### config.mk
export PLATFORM = sky130hd
export DESIGN_NAME = cla_pipe
export DESIGN_NICKNAME = d
export VERILOG_FILES = /design/src/rtl/cla_pipe.sv
export SDC_FILE = /design/constraint.sdc
export NUM_CORES = 1
export LEC_CHECK = 0
export CELL_PAD_IN_SITES_DETAIL_PLACEMENT = 0
export CELL_PAD_IN_SITES_GLOBAL_PLACEMENT = 2
export CORE_ASPECT_RATIO = 0.8
export CORE_MARGIN = 10
export CORE_UTILIZATION = 39
export DETAILED_ROUTE_END_ITERATION = 10
export PLACE_DENSITY = 0.87
export SYNTH_ARGS = -nofsm -noshare
export SYNTH_HDL_FRONTEND = slang
export SYNTH_SLANG_ARGS = --single-unit
### constraint.sdc
create_clock -name clk -period 3.3 [get_ports clk]
set_input_delay 0.33 -clock clk [delete_from_list [all_inputs] [get_ports clk]]
set_output_delay 0.33 -clock clk [all_outputs]
set_load 0.01 [all_outputs]
### src/rtl/cla_pipe.sv
// Pipelined carry-lookahead adder: STAGES chunk stages of WIDTH/STAGES bits, valid/ready handshake on both sides.
// Optional CLA_PIPE_SUB_EN adds a per-beat 'sub' input that turns the beat into a - b.
module cla_pipe #(
  parameter int WIDTH  = 32,
  parameter int STAGES = 4
) (
  input  logic             clk,
  input  logic             rst,
  input  logic             in_valid,
  output logic             in_ready,
  input  logic [WIDTH-1:0] a,
  input  logic [WIDTH-1:0] b,
  input  logic             cin,
`ifdef CLA_PIPE_SUB_EN
  input  logic             sub,
`endif
  output logic             out_valid,
  input  logic             out_ready,
  output logic [WIDTH-1:0] sum,
  output logic             cout,
  output logic             ovf
);

  localparam int CW = WIDTH / STAGES;

  // Handshake: a beat moves on when valid && ready on the same cycle; a stage
  // loads when it is empty or its current beat moves on this cycle.
  logic [STAGES-1:0] vld_d, vld_q, vld_src, adv, load;
  logic              nxt_load;
  logic              sub_in;

`ifdef CLA_PIPE_SUB_EN
  assign sub_in = sub;
`else
  assign sub_in = 1'b0;
`endif

  // Carries c[1..CW] expanded as sums of generate terms with propagate chains.
  function automatic logic [CW:0] cla_carries(input logic [CW-1:0] g,
                                              input logic [CW-1:0] p,
                                              input logic          c0);
    logic [CW:0] c;
    logic        term;
    c    = '0;
    c[0] = c0;
    for (int i = 0; i < CW; i++) begin
      term = c0;
      for (int m = 0; m <= i; m++) term = term & p[m];
      c[i+1] = term;
      for (int j = 0; j <= i; j++) begin
        term = g[j];
        for (int m = j + 1; m <= i; m++) term = term & p[m];
        c[i+1] = c[i+1] | term;
      end
    end
    return c;
  endfunction

  always_comb begin
    adv      = '0;
    load     = '0;
    nxt_load = out_ready;
    vld_src  = (vld_q << 1) | STAGES'(in_valid);
    for (int k = STAGES - 1; k >= 0; k--) begin
      adv[k]   = vld_q[k] & nxt_load;
      load[k]  = ~vld_q[k] | adv[k];
      nxt_load = load[k];
    end
    vld_d = vld_q;
    for (int k = 0; k < STAGES; k++) begin
      if (load[k]) vld_d[k] = vld_src[k];
    end
  end

  always_ff @(posedge clk) begin
    if (rst) vld_q <= '0;
    else     vld_q <= vld_d;
  end

  assign in_ready  = load[0] & ~rst;
  assign out_valid = vld_q[STAGES-1];

  for (genvar k = 0; k < STAGES; k++) begin : stg
    localparam int REM = (STAGES - 1 - k) * CW;

    logic [CW-1:0]       a_ck, b_ck, s_ck;
    logic                c_in;
    logic [CW:0]         cy;
    logic [(k+1)*CW-1:0] sum_d, sum_q;
    logic                c_d, c_q;

    if (k == 0) begin : g_src
      assign a_ck  = a[CW-1:0];
      assign b_ck  = b[CW-1:0] ^ {CW{sub_in}};
      assign c_in  = cin ^ sub_in;
      assign sum_d = s_ck;
    end else begin : g_src
      assign a_ck  = stg[k-1].g_fwd.a_q[CW-1:0];
      assign b_ck  = stg[k-1].g_fwd.b_q[CW-1:0] ^ {CW{stg[k-1].g_fwd.sub_q}};
      assign c_in  = stg[k-1].c_q;
      assign sum_d = {s_ck, stg[k-1].sum_q};
    end

    always_comb begin
      cy   = cla_carries(a_ck & b_ck, a_ck | b_ck, c_in);
      s_ck = a_ck ^ b_ck ^ cy[CW-1:0];
      c_d  = cy[CW];
    end

    always_ff @(posedge clk) begin
      if (load[k]) begin
        sum_q <= sum_d;
        c_q   <= c_d;
      end
    end

    if (k < STAGES - 1) begin : g_fwd
      // Operand chunks not yet consumed, packed down so the next chunk sits at bit 0.
      logic [REM-1:0] a_d, a_q, b_d, b_q;
      logic           sub_d, sub_q;

      if (k == 0) begin : g_in
        assign a_d   = a[WIDTH-1:CW];
        assign b_d   = b[WIDTH-1:CW];
        assign sub_d = sub_in;
      end else begin : g_in
        assign a_d   = stg[k-1].g_fwd.a_q[REM+CW-1:CW];
        assign b_d   = stg[k-1].g_fwd.b_q[REM+CW-1:CW];
        assign sub_d = stg[k-1].g_fwd.sub_q;
      end

      always_ff @(posedge clk) begin
        if (load[k]) begin
          a_q   <= a_d;
          b_q   <= b_d;
          sub_q <= sub_d;
        end
      end
    end else begin : g_last
      logic cmsb_d, cmsb_q;
      assign cmsb_d = cy[CW-1];

      always_ff @(posedge clk) begin
        if (load[k]) cmsb_q <= cmsb_d;
      end
    end
  end

  assign sum  = stg[STAGES-1].sum_q;
  assign cout = stg[STAGES-1].c_q;
  assign ovf  = stg[STAGES-1].c_q ^ stg[STAGES-1].g_last.cmsb_q;

endmodule
After elaboration in Yosys (flattened, before gate mapping)

Index checks and enable logic that the tools add are counted.
W data, S select, Z words.

Input bits: 69
Logic and storage cells: 339
Register bits after elaboration: 185

Bitwise gates (word level): 320

Operators by type and width:

| cell          | number |
|---|---|
| $and A1 B1 Y1 | 149 |
| $or A1 B1 Y1  | 148 |
| $xor A8 B8 Y8 | 8 |
| $and A8 B8 Y8 | 4 |
| $or A8 B8 Y8  | 4 |
| $not A1 Y1    | 5 |
| $or A4 B1 Y4  | 1 |
| $xor A1 B1 Y1 | 1 |

Depth between registers and ports, before layout

Gate-level depths: netlist of the first run.

Depth in word-level cells: 17
Mapped depth: 7
Mapped depth without buffers: 7

Worst setup path after synthesis of the first run

No wires, ideal clock.

Kind: reg-to-reg
From: register vld_q[3]
To: register stg[0].c_q, enable pin
Buffers on the path: 0
Arrival: 1831 ps
Stages on the path, launching flop included: 4
Path slack: 823 ps
Library setup time: 646 ps
Required time: 2654 ps
Cells stage by stage: dfxtp_1 > nor2b_1 > and3_1 > nand2_1

Cells in the longest elaborated chain, start to end: 8
Elaborated cells on any way between the ends: 9
Classes of those cells: bitwise (9)

RTL lines:

| item                                        | line   | RTL |
|---|---|---|
| from (decl)                                 | 28     | `logic [STAGES-1:0] vld_d, vld_q, vld_src, adv, load;` |
| from (signal assigned)                      | 77     | `else vld_q <= vld_d;` |
| $and A1 B1 Y1 or $not A1 Y1 (tied branches) | 65, 66 |  |
| $or A1 B1 Y1 (*)                            | 66     | `load[k] = ~vld_q[k] \| adv[k];` |
| $and A1 B1 Y1 (*)                           | 65     | `adv[k] = vld_q[k] & nxt_load;` |
| $or A1 B1 Y1 (*)                            | 66     |  |
| $and A1 B1 Y1 (*)                           | 65     |  |
| $or A1 B1 Y1 (*)                            | 66     |  |
| $and A1 B1 Y1 (*)                           | 65     |  |
| $or A1 B1 Y1 (*)                            | 66     |  |
| to (signal assigned)                        | 113    | `c_q <= c_d;` |
| to (decl)                                   | 90     | `logic c_d, c_q;` |

Mark *: on every way between the ends. The rest lies on a longest branch, timed or not.
A chain may end at the register's enable or synchronous reset.

Final worst setup path of the first run

From: register vld_q[3]
To: output port in_ready

Cells in the longest elaborated chain, start to end: 9
Elaborated cells on any way between the ends: 10
Classes of those cells: bitwise (10)

RTL lines:

| item                                        | line   | RTL |
|---|---|---|
| $and A1 B1 Y1 or $not A1 Y1 (tied branches) | 65, 66 |  |
| $or A1 B1 Y1 (*)                            | 66     |  |
| $and A1 B1 Y1 (*)                           | 65     |  |
| $or A1 B1 Y1 (*)                            | 66     |  |
| $and A1 B1 Y1 (*)                           | 65     |  |
| $or A1 B1 Y1 (*)                            | 66     |  |
| $and A1 B1 Y1 (*)                           | 65     |  |
| $or A1 B1 Y1 (*)                            | 66     |  |
| $and A1 B1 Y1 (*)                           | 80     | `assign in_ready = load[0] & ~rst;` |
| to (decl)                                   | 10     | `output logic in_ready,` |

Marked as above.

==> results of run 1 <==
-- cells by family (layout without fill, tap and decap cells) --
kind of cell / count (synthesis) / count (layout) / share of synthesized area [%]
compound gates: 51 / 51 / 4.950
flops: 185 / 185 / 72.74
fa+ha+maj: 68 / 68 / 11.62
buf+inv: 92 / 231 / 4.554
xor+xnor: 25 / 25 / 2.888
simple gates: 46 / 46 / 3.251
-- critical path, delay by kind of cell (launching register included) --
family	cells	cell delay, ns
simple gates	2	0.62
buf+inv	1	0.48
flops	1	0.33
compound gates	1	0.10
-- power breakdown --
part / leakage [nW] / switching, mW / internal (mW)
sequential: 1.95 / 0.0934 / 2.92
combinational: 1.65 / 0.242 / 0.345
clock: 0.263 / 0.837 / 1.04
total: 3.86 / 1.17 / 4.30
-- final cells by class --
class	instances	area (um^2)	area share, %
sequential	185	5515	57.90
inverter	92	345.3	3.625
multi-input combinational	190	1727	18.13
clock inverter	14	122.6	1.287
clock buffer	18	429.2	4.505
tap	258	322.8	3.389
timing repair buffer	107	1064	11.17
-- how the worst max path moves through the flow --
stage                         start                   end  slack (ns)  cells past startpoint
after detailed placement  out_ready  stg[0].g_fwd.b_q[11]        0.79                      5
final                      vld_q[3]              in_ready        1.02                      4
after global placement    out_ready  stg[0].g_fwd.b_q[12]        0.85                      5
after CTS                  vld_q[3]              in_ready        0.96                      4
after floorplan            vld_q[3]            stg[0].c_q        0.82                      3
after global routing       vld_q[3]              in_ready        0.86                      4
-- metrics by stage --
| stage | setup WS [ns] | total power, mW | cell area, um^2 | hold slack [ns] |
|---|---|---|---|---|
| floorplan | 0.8232 | 3.303 | 7582 | 0.4003 |
| global placement | 0.8526 | 3.639 | 8974 | 0.4006 |
| detailed placement | 0.7919 | 3.665 | 8974 | 0.4045 |
| CTS | 0.9593 | 5.558 | 9525 | 0.4174 |
| global route | 0.8644 | 5.729 | 9525 | 0.4247 |
| finish | 1.018 | 5.478 | 9525 | 0.4174 |
-- synthesized netlist by cell type, types with 4 or more instances --
master	number	area, um^2
o31ai_1	6	45.04
nand2b_1	4	25.02
inv_1	92	345.3
nor2_1	22	82.58
ha_1	64	800.8
nor3b_1	4	30.03
fa_1	4	80.08
a21oi_1	17	85.08
a211o_1	4	35.03
o21ai_0	7	35.03
edfxtp_1	181	5435
xor2_1	14	122.6
dfxtp_1	4	80.08
xnor2_1	11	96.34
-- metal layers --
| layer | part of all wire [%] | vias to the layer above | GRT usage [%] |
|---|---|---|---|
| li1 | - | 1896 | - |
| met1 | 39 | 1800 | 9.354 |
| met2 | 54 | 65 | 17.61 |
| met3 | 5.1 | 11 | 4.013 |
| met4 | 1.6 | 0 | 4.007 |
| met5 | 0 | - | 0 |
-- registers in the layout (all words and copies together), names as in the netlist --
signal / count
stg.g_fwd.a_q: 48
stg.g_fwd.b_q: 48
stg.sum_q: 48
sum: 32
vld_q: 4
stg.c_q: 3
cout: 1
stg.g_last.cmsb_q: 1
==> metrics.md, run 1 <==
| Metric | Value |
|---|---|
| Status | `complete, no violations` |
| Net count, final | `730` |
| Seq cells post-synth | `185` |
| Area of the core | `19030 um^2` |
| Layout cells sized above 1 | `7.426%` |
| Worst vdd ir | `0.3070 mV` |
| Min-delay worst type | `reg2reg` |
| Cts hold-fix bufs | `0` |
| Post-CTS setup repair buffer count | `0` |
| DRT iter0 DRCs | `134` |
| Launch point of the worst reg-to-reg path | `stg[1].g_fwd.a_q[0]` |
| Commonest non-fill, non-tap cells in the layout | `181 x edfxtp_1, 104 x clkdlybuf4s50_1, 91 x inv_1, 64 x ha_1, 22 x nor2_1` |
| Dpl cells | `832` |
| TritonCTS buffer count | `17` |
| Post-cts sizing count | `0` |
| Antenna diode count | `0` |
| Synth async-reset ratio | `0%` |
| Final Util | `50.05%` |
| Commonest non-fill, non-tap cell in the layout | `edfxtp_1` |
| Global-route wire length before repair | `18.76 mm` |
| Worst Hold End | `stg[1].g_fwd.b_q[5]` |
| Fin. Hold Viols | `0` |
| Synth cell types | `32` |
| Pin count of the biggest net entering global routing | `50` |
| Routed Antenna Nets | `0` |
| Nature of the critical path endpoint | `primary output` |
| CP max-delay cell | `clkdlybuf4s50_1` |
| Via count | `3772` |
| Residual DRC | `0` |
| Initial antenna violation count | `0` |
| Critical Path, Cell by Cell | `nor2b_1 -> and3_1 -> a21oi_1 -> clkdlybuf4s50_1` |
| Leak | `3.856 nW` |
| Clock Skew | `0.006364 ns` |
| TritonCTS clock tree | `yes` |
| Clk sinks | `185` |
| Yosys Warn Count | `0` |
| Port Buffers | `between 100 and 150` |
| RR Endpoint | `stg[2].sum_q[23]` |
| PwrDens | `approximately 580 nW/um^2` |
| Final Max Slew Viols | `0` |
| FF-to-FF setup slack | `1.18 ns` |
| MaxCap Viol Count | `0` |
| Clk buf depth | `2` |
| Mapped Avg Cell Area | `around 16 um^2` |
| Setup TNS | `0 ns` |
| Post-synth net total | `604` |
| Hold Startpoint | `stg[0].g_fwd.b_q[13]` |
| Critical path type | `reg2out` |
| Sequential-to-total area share from yosys stat | `72.74%` |
| Die area | `~25000 um^2` |
| Final setup viols | `0` |
| Die width | `175.9 um` |
| Placed wire-length estimate | `8.665 mm` |
| Synth Instances | `467` |
| Vias in the first global route | `3951` |
| DRT Pass-1 Iters | `4` |
| Die H | `144.7 um` |
| Cells on worst reg2reg path | `7` |
| Area growth from synthesis to layout | `25.63%` |
| Initial core utilization | `39.84%` |
| Worst-skew pair later-pin latency | `0.42 ns` |
| Root buffer cell | `clkbuf_16` |
| Via density | `~4.4` |
| Crit Path Max Fanout | `5` |
| Placer Congestion | `0.7689` |
| Worst endpoint required time | `2.97 ns` |
| Non-Filler Instances | `864` |
| H-tree levels | `4` |
| Global router's overall resource usage | `9.582%` |
| Filler cells | `1617` |
| Predominant post-synthesis flop cell | `edfxtp_1` |
| Core Rows | `45` |
| WL final | `11.79 mm` |
| CP Launch Type | `register` |
| EDFF count, synth | `around 180` |
| Worst rel slew slack | `35.86%` |
| IO Count | `~110` |
| Mapped Area | `approximately 7600 um^2` |
| Final period demand of the worst path | `2.282 ns` |
| Period utilization | `69.16%` |
| Routed wire length per instance | `about 14 um` |
| Unrepaired setup endpoints after global routing | `no` |
| WP data arrival | `roughly 2 ns` |
| Max Freq | `438.1 MHz` |
| Clock-pin slew on the worst setup and hold paths | `0.07 ns` |
| WHS Path Cells | `0` |
| Crit path largest cell delay | `0.48 ns` |
| Worst slew pin tran | `between 0.9 and 1 ns` |
| Grt total ovfl | `0` |
Power figures use the tool's default switching activity.
==> inputs of run 2 (changes only) <==
==> constraint.sdc (replaced) <==
create_clock -name clk -period 2.2 [get_ports clk]
set_input_delay 0.22 -clock clk [delete_from_list [all_inputs] [get_ports clk]]
set_output_delay 0.22 -clock clk [all_outputs]
set_load 0.01 [all_outputs]
==> metrics.md, run 2 (synthesis gave the netlist of run 1 again) <==
| Metric | Value |
|---|---|
| Die H | `144.7 um (unchanged)` |
| WL final | `12.63 mm (was 11.79 mm)` |
| Vias in the first global route | `4140 (was 3951)` |
| IO Count | `105 (unchanged)` |
| Placed wire-length estimate | `9.237 mm (was 8.665 mm)` |
| Residual DRC | `0 (unchanged)` |
| Antenna diode count | `0 (unchanged)` |
| RR Endpoint | `stg[1].sum_q[15] (was stg[2].sum_q[23])` |
| MaxCap Viol Count | `0 (unchanged)` |
| WHS Path Cells | `1 (was 0)` |
| Post-CTS setup repair buffer count | `0 (unchanged)` |
| Layout cells sized above 1 | `8.824% (was 7.426%)` |
| Hold_ws | `0.3482 ns (was 0.4174 ns)` |
| TritonCTS clock tree | `yes (unchanged)` |
| Area growth from synthesis to layout | `26.47% (was 25.63%)` |
| Hold Startpoint | `a[11] (was stg[0].g_fwd.b_q[13])` |
| Final Max Slew Viols | `0 (unchanged)` |
| Max Freq | `approximately 510 MHz` |
| Cts hold-fix bufs | `0 (unchanged)` |
| Global-route wire length before repair | `20.25 mm (was 18.76 mm)` |
| Via density | `4.420 (was 4.366)` |
| Largest registers | `stg.g_fwd.a_q: 48 flops, stg.g_fwd.b_q: 48 flops, stg.sum_q: 48 flops (unchanged)` |
| Die width | `175.9 um (unchanged)` |
| Die area | `25450 um^2 (unchanged)` |
| Via count | `3845 (was 3772)` |
| Unrepaired setup endpoints after global routing | `no (unchanged)` |
| Critical path type | `reg2reg (was reg2out)` |
| Net count, final | `736 (was 730)` |
| Fin. Hold Viols | `0 (unchanged)` |
| FF-to-FF setup slack | `0.24 ns (was 1.18 ns)` |
| Worst rel slew slack | `70.82% (was 35.86%)` |
| Initial core utilization | `39.84% (unchanged)` |
| Commonest non-fill, non-tap cells in the layout | `181 x edfxtp_1, 103 x clkdlybuf4s50_1, 90 x inv_1, 64 x ha_1, 22 x nor2_1 (was 181 x edfxtp_1, 104 x clkdlybuf4s50_1, 91 x inv_1, 64 x ha_1, 22 x nor2_1)` |
| Core Rows | `45 (unchanged)` |
| Clk buf depth | `2 (unchanged)` |
| Final period demand of the worst path | `1.960 ns` |
| Worst vdd ir | `0.4999 mV (was 0.3070 mV)` |
| CP Launch Type | `register (unchanged)` |
| Worst-skew pair later-pin latency | `0.42 ns (about the same)` |
| Placer Congestion | `0.7819 (was 0.7689)` |
| Grt total ovfl | `0 (unchanged)` |
| Initial antenna violation count | `0 (unchanged)` |
| Root buffer cell | `clkbuf_16 (unchanged)` |
| Clock-pin slew on the worst setup and hold paths | `0.07 ns (about the same)` |
| H-tree levels | `4 (unchanged)` |
| Routed Antenna Nets | `0 (unchanged)` |
| Global router's overall resource usage | `10.43% (was 9.582%)` |
| Clock Skew | `0.01012 ns (was 0.006364 ns)` |
| Area of the core | `19030 um^2 (unchanged)` |
| WP data arrival | `2.13 ns (was 1.95 ns)` |
| Routed wire length per instance | `14.52 um (was 13.65 um)` |
| Slack of the critical path | `0.2400 ns (was 1.018 ns)` |
| Launch point of the worst reg-to-reg path | `stg[0].g_fwd.a_q[0] (was stg[1].g_fwd.a_q[0])` |
| Nature of the critical path endpoint | `register (was primary output)` |
| Crit Path Max Fanout | `3 (was 5)` |
| Commonest non-fill, non-tap cell in the layout | `edfxtp_1 (unchanged)` |
| Status | `complete, no violations (unchanged)` |
| PwrDens | `844.2 nW/um^2 (was 575.0 nW/um^2)` |
| CP max-delay cell | `edfxtp_1 (was clkdlybuf4s50_1)` |
| Final setup viols | `0 (unchanged)` |
| DRT Pass-1 Iters | `4 (unchanged)` |
| TritonCTS buffer count | `17 (unchanged)` |
| Worst endpoint required time | `2.37 ns (was 2.97 ns)` |
| Clk sinks | `185 (unchanged)` |
| Leak | `3.899 nW (was 3.856 nW)` |
| Crit path largest cell delay | `0.41 ns (was 0.48 ns)` |
| Min-delay worst type | `in2reg (was reg2reg)` |
| Worst Hold End | `stg[0].g_fwd.a_q[3] (was stg[1].g_fwd.b_q[5])` |
| Setup TNS | `0 ns (unchanged)` |
| Final Util | `50.39% (was 50.05%)` |
| Critical Path, Cell by Cell | `inv_1 -> ha_1 -> nand2b_1 -> a221oi_2 -> o221a_2 -> nor4b_1 -> a211o_1 (was nor2b_1 -> and3_1 -> a21oi_1 -> clkdlybuf4s50_1)` |
| Cells on worst reg2reg path | `7 (unchanged)` |
| DRT iter0 DRCs | `169 (was 134)` |
| Worst slew pin tran | `0.4377 ns (was 0.9587 ns)` |
| Period utilization | `89.09%` |
| Port Buffers | `104 (unchanged)` |
| Pin count of the biggest net entering global routing | `58 (was 50)` |
| Total power | `8.095 mW (was 5.478 mW)` |
| Pre-CTS setup slack | `-0.06654 ns (was 0.7919 ns)` |
-- run 2: changes by cell type in the layout (fill, tap and decap cells not counted), moves of 2 or more --
cell	change
a221oi_1	-2
buf_12	+3
clkinv_2	+3
a221oi_2	+2
buf_4	+3
inv_6	-3
-- run 2: worst max-delay path, delay by kind of cell (launching register included) --
family / cells / cell delay [ns]
AO/OA/AOI/OAI: 3 / 0.84
flip-flops: 1 / 0.41
AND/OR/NAND/NOR: 2 / 0.23
adder cells (fa/ha/maj): 1 / 0.18
buffers and inverters: 1 / 0.06
-- run 2: how the worst max path moves through the flow --
stage / depth (start not counted) / start / slack (ns) / to
6_report: 7 / stg[0].g_fwd.a_q[0] / 0.24 / stg[1].sum_q[15]
5_1_grt: 7 / stg[1].g_fwd.a_q[0] / 0.10 / stg[2].sum_q[21]
4_1_cts: 4 / vld_q[3] / 0.04 / in_ready
3_5_place_dp: 8 / a[0] / -0.07 / stg[0].sum_q[7]
3_3_place_gp: 8 / a[0] / -0.05 / stg[0].sum_q[7]
2_1_floorplan: 3 / vld_q[3] / 0.10 / stg[1].c_q
-- run 2: routing by layer --
layer	vias up	global-route usage [%]	wire, um
met2	91	17.85	6297
met3	9	6.007	1252
met5	-	0	0
li1	1911	-	-
met4	0	3.918	109
met1	1834	10.38	4972
-- run 2: area by class of cell --
cell class	instances	area, um^2
Inverter	92	345.3
Multi-Input combinational cell	190	1743
Fill cell	1593	9442
Tap cell	258	322.8
Timing Repair Buffer	113	1149
Clock inverter	13	81.33
Sequential cell	185	5515
Clock buffer	19	432.9
-- run 2: per-stage QoR --
step,std cells,area (um^2)
2_1_floorplan,467,7585
3_3_place_gp,838,9056
3_5_place_dp,838,9056
4_1_cts,870,9573
5_1_grt,870,9589
6_report,870,9589
-- run 2: what timing repair did --
item / in CTS / in global routing
resized for setup: 1 / 4
pin swaps: 0 / 0
endpoints found under the setup margin: 1 / 3
-- run 2: power breakdown --
group	internal [mW]	leakage, nW	switching [mW]
sequential	4.38	1.95	0.136
combinational	0.524	1.70	0.380
clock	1.43	0.248	1.25
==> inputs of run 3 (changes only) <==
--- a/config.mk
+++ b/config.mk
@@ -11,7 +11,8 @@
 export CORE_MARGIN = 10
 export CORE_UTILIZATION = 39
 export DETAILED_ROUTE_END_ITERATION = 10
-export PLACE_DENSITY = 0.87
+export PLACE_DENSITY_LB_ADDON = 0.08
+export RECOVER_POWER = 100
 export SYNTH_ARGS = -nofsm -noshare
 export SYNTH_HDL_FRONTEND = slang
 export SYNTH_SLANG_ARGS = --single-unit
==> metrics.md, run 3 (synthesis gave the netlist of run 1 again) <==
| Metric | Value |
|---|---|
| Filler cells | `1633 (was 1593)` |
| Pin count of the biggest net entering global routing | `36 (was 58)` |
| Placed wire-length estimate | `9.061 mm (was 9.237 mm)` |
| Net count, final | `738 (was 736)` |
| Crit Path Max Fanout | `5 (was 3)` |
| Crit. Startpoint | `vld_q[3] (was stg[0].g_fwd.a_q[0])` |
| Critical Path, Cell by Cell | `nor2b_2 -> and3_2 -> a21oi_1 -> clkdlybuf4s50_1 (was inv_1 -> ha_1 -> nand2b_1 -> a221oi_2 -> o221a_2 -> nor4b_1 -> a211o_1)` |
| Crit path depth | `4 (was 7)` |
| Nature of the critical path endpoint | `primary output (was register)` |
| Die H | `144.7 um (unchanged)` |
| Largest registers | `stg.g_fwd.a_q: 48 flops, stg.g_fwd.b_q: 48 flops, stg.sum_q: 48 flops (unchanged)` |
| Vias in the first global route | `4003 (was 4140)` |
| WL final | `12.41 mm (was 12.63 mm)` |
| MaxCap Viol Count | `0 (unchanged)` |
| Clock-pin slew on the worst setup and hold paths | `0.07 ns (about the same)` |
| Placer Congestion | `0.7503 (was 0.7819)` |
| Worst slew pin tran | `1.159 ns (was 0.4377 ns)` |
| Die area | `25450 um^2 (unchanged)` |
| Layout cells sized above 1 | `7.980% (was 8.824%)` |
| PwrDens | `888.5 nW/um^2 (was 844.2 nW/um^2)` |
| DRT Pass-1 Iters | `5 (was 4)` |
| Crit path largest cell delay | `0.55 ns (was 0.41 ns)` |
| Area after DPL | `9059 um^2 (was 9056 um^2)` |
| Worst endpoint required time | `1.98 ns (was 2.37 ns)` |
| Min-delay worst type | `in2reg (unchanged)` |
| TritonCTS clock tree | `yes (unchanged)` |
| Die width | `175.9 um (unchanged)` |
| Global router's overall resource usage | `10.28% (was 10.43%)` |
| Critical path buffer and inverter count | `1 (unchanged)` |
| Leak | `3.946 nW (was 3.899 nW)` |
| FF-to-FF setup slack | `0.16 ns (was 0.24 ns)` |
| Clk buf depth | `2 (unchanged)` |
| Initial core utilization | `39.84% (unchanged)` |
| Via count | `3789 (was 3845)` |
| Root buffer cell | `clkbuf_16 (unchanged)` |
| Grt total ovfl | `0 (unchanged)` |
| Crit path max-delay family | `buffers and inverters (was compound AO/OA/AOI/OAI gates)` |
| Via density | `4.345 (was 4.420)` |
| Commonest non-fill, non-tap cells in the layout | `181 x edfxtp_1, 91 x inv_1, 84 x dlygate4sd3_1, 64 x ha_1, 22 x nor2_1 (was 181 x edfxtp_1, 103 x clkdlybuf4s50_1, 90 x inv_1, 64 x ha_1, 22 x nor2_1)` |
| Port Buffers | `104 (unchanged)` |
| Final Util | `50.57% (was 50.39%)` |
| Worst-skew pair later-pin latency | `0.42 ns (about the same)` |
| Global-route wire length before repair | `20.09 mm (was 20.25 mm)` |
| Launch point of the worst reg-to-reg path | `stg[2].g_fwd.a_q[4] (was stg[0].g_fwd.a_q[0])` |
| Pre-CTS setup slack | `-0.05224 ns (was -0.06654 ns)` |
| WP data arrival | `1.85 ns (was 2.13 ns)` |
| Final setup viols | `0 (unchanged)` |
| Max Freq | `483.2 MHz (was 510.2 MHz)` |
| IO Count | `105 (unchanged)` |
| Status | `complete, no violations (unchanged)` |
| Slack of the critical path | `0.1305 ns (was 0.2400 ns)` |
| Initial antenna violation count | `0 (unchanged)` |
| Period utilization | `94.07% (was 89.09%)` |
| Commonest non-fill, non-tap cell in the layout | `edfxtp_1 (unchanged)` |
| Antenna diode count | `0 (unchanged)` |
| Fin. Hold Viols | `0 (unchanged)` |
| DRT iter0 DRCs | `145 (was 169)` |
| CP max-delay cell | `clkdlybuf4s50_1 (was edfxtp_1)` |
| Core Rows | `45 (unchanged)` |
| Routed Antenna Nets | `0 (unchanged)` |
| CP Launch Type | `register (unchanged)` |
| RR Endpoint | `sum[30] (was stg[1].sum_q[15])` |
| Area growth from synthesis to layout | `26.93% (was 26.47%)` |
| Area of the core | `19030 um^2 (unchanged)` |
| Cells on worst reg2reg path | `6 (was 7)` |
| Clk sinks | `185 (unchanged)` |
| Unrepaired setup endpoints after global routing | `no (unchanged)` |
| Residual DRC | `0 (unchanged)` |
| Critical path endpoint | `in_ready (was stg[1].sum_q[15])` |
| Routed wire length per instance | `14.23 um (was 14.52 um)` |
| Final period demand of the worst path | `2.070 ns (was 1.960 ns)` |
| Post-CTS setup repair buffer count | `0 (unchanged)` |
| Worst vdd ir | `0.5366 mV (was 0.4999 mV)` |
| H-tree levels | `4 (unchanged)` |
| Critical path type | `reg2out (was reg2reg)` |
| Worst rel slew slack | `22.74% (was 70.82%)` |
| Clock Skew | `0.01146 ns (was 0.01012 ns)` |
| Final Max Slew Viols | `0 (unchanged)` |
| Design area | `9624 um^2 (was 9589 um^2)` |
| TritonCTS buffer count | `17 (unchanged)` |
-- run 3: changes by cell type in the layout (fill, tap and decap cells not counted), sizes merged, moves of 3 or more --
cell and delta:
clkdlybuf4s50 -83, dlygate4sd3 +84, clkinv -5, buf -8, bufinv +4, clkbuf +10
inv +3
-- run 3: final cells by class --
class                      count  area [um^2]  area share [%]
clock buffer                  19        442.9           4.602
clock inverter                13        190.2           1.976
inverter                      92        345.3           3.588
multi-input combinational    190         1714           17.81
sequential                   185         5515           57.31
tap                          258        322.8           3.354
timing repair buffer         115         1094           11.36
-- run 3: worst min-delay path by stage --
| stage | depth (start not counted) | startpoint | to | slack (ns) |
|---|---|---|---|---|
| after floorplan | 1 | rst | vld_q[0] | 0.29 |
| after global placement | 0 | stg[0].g_fwd.b_q[18] | stg[1].g_fwd.b_q[10] | 0.40 |
| after detailed placement | 0 | stg[0].g_fwd.a_q[21] | stg[1].g_fwd.a_q[13] | 0.40 |
| after CTS | 1 | a[31] | stg[0].g_fwd.a_q[23] | 0.33 |
| after global routing | 1 | a[26] | stg[0].g_fwd.a_q[18] | 0.40 |
| final | 3 | in_valid | vld_q[0] | 0.41 |
-- run 3: repair_timing --
action,CTS,global route
hold buffers,0,0
resized for setup,1,2
endpoints found under the hold margin,0,0
cloned,0,0
endpoints found under the setup margin,1,3
-- run 3: worst register-to-register path, delay by kind of cell (launching register included) --
family / cells / cell delay (ns)
AOI/OAI and AO/OA: 2 / 0.49
xor gates and xnor gates: 1 / 0.14
adders and majority gates: 1 / 0.21
buffers and inverters: 1 / 0.05
DFF: 1 / 0.35
and+or+nand+nor: 1 / 0.55
-- run 3: routing by layer --
layer	up-vias	global-route usage, %	routed length (um)
met5	-	0	0
met4	0	3.206	135
met3	10	4.117	697
met2	74	16.93	5997
met1	1790	12.17	5582
li1	1915	-	-
-- run 3: where the power goes --
group          internal [mW]  switching (mW)
clock                   1.95            1.28
combinational          0.447           0.360
sequential              4.38           0.140
total                   6.77            1.78
-- run 3: metrics by stage --
stage               hold WS, ns  std cells  power [mW]  setup TNS, ns
CTS                      0.3253        872       8.772              0
detailed placement       0.4045        840       5.510       -0.07996
floorplan                0.2924        467       4.955              0
global placement         0.4006        840       5.480        -0.1432
finish                   0.4069        872       8.551              0
global route             0.3974        872       8.939              0
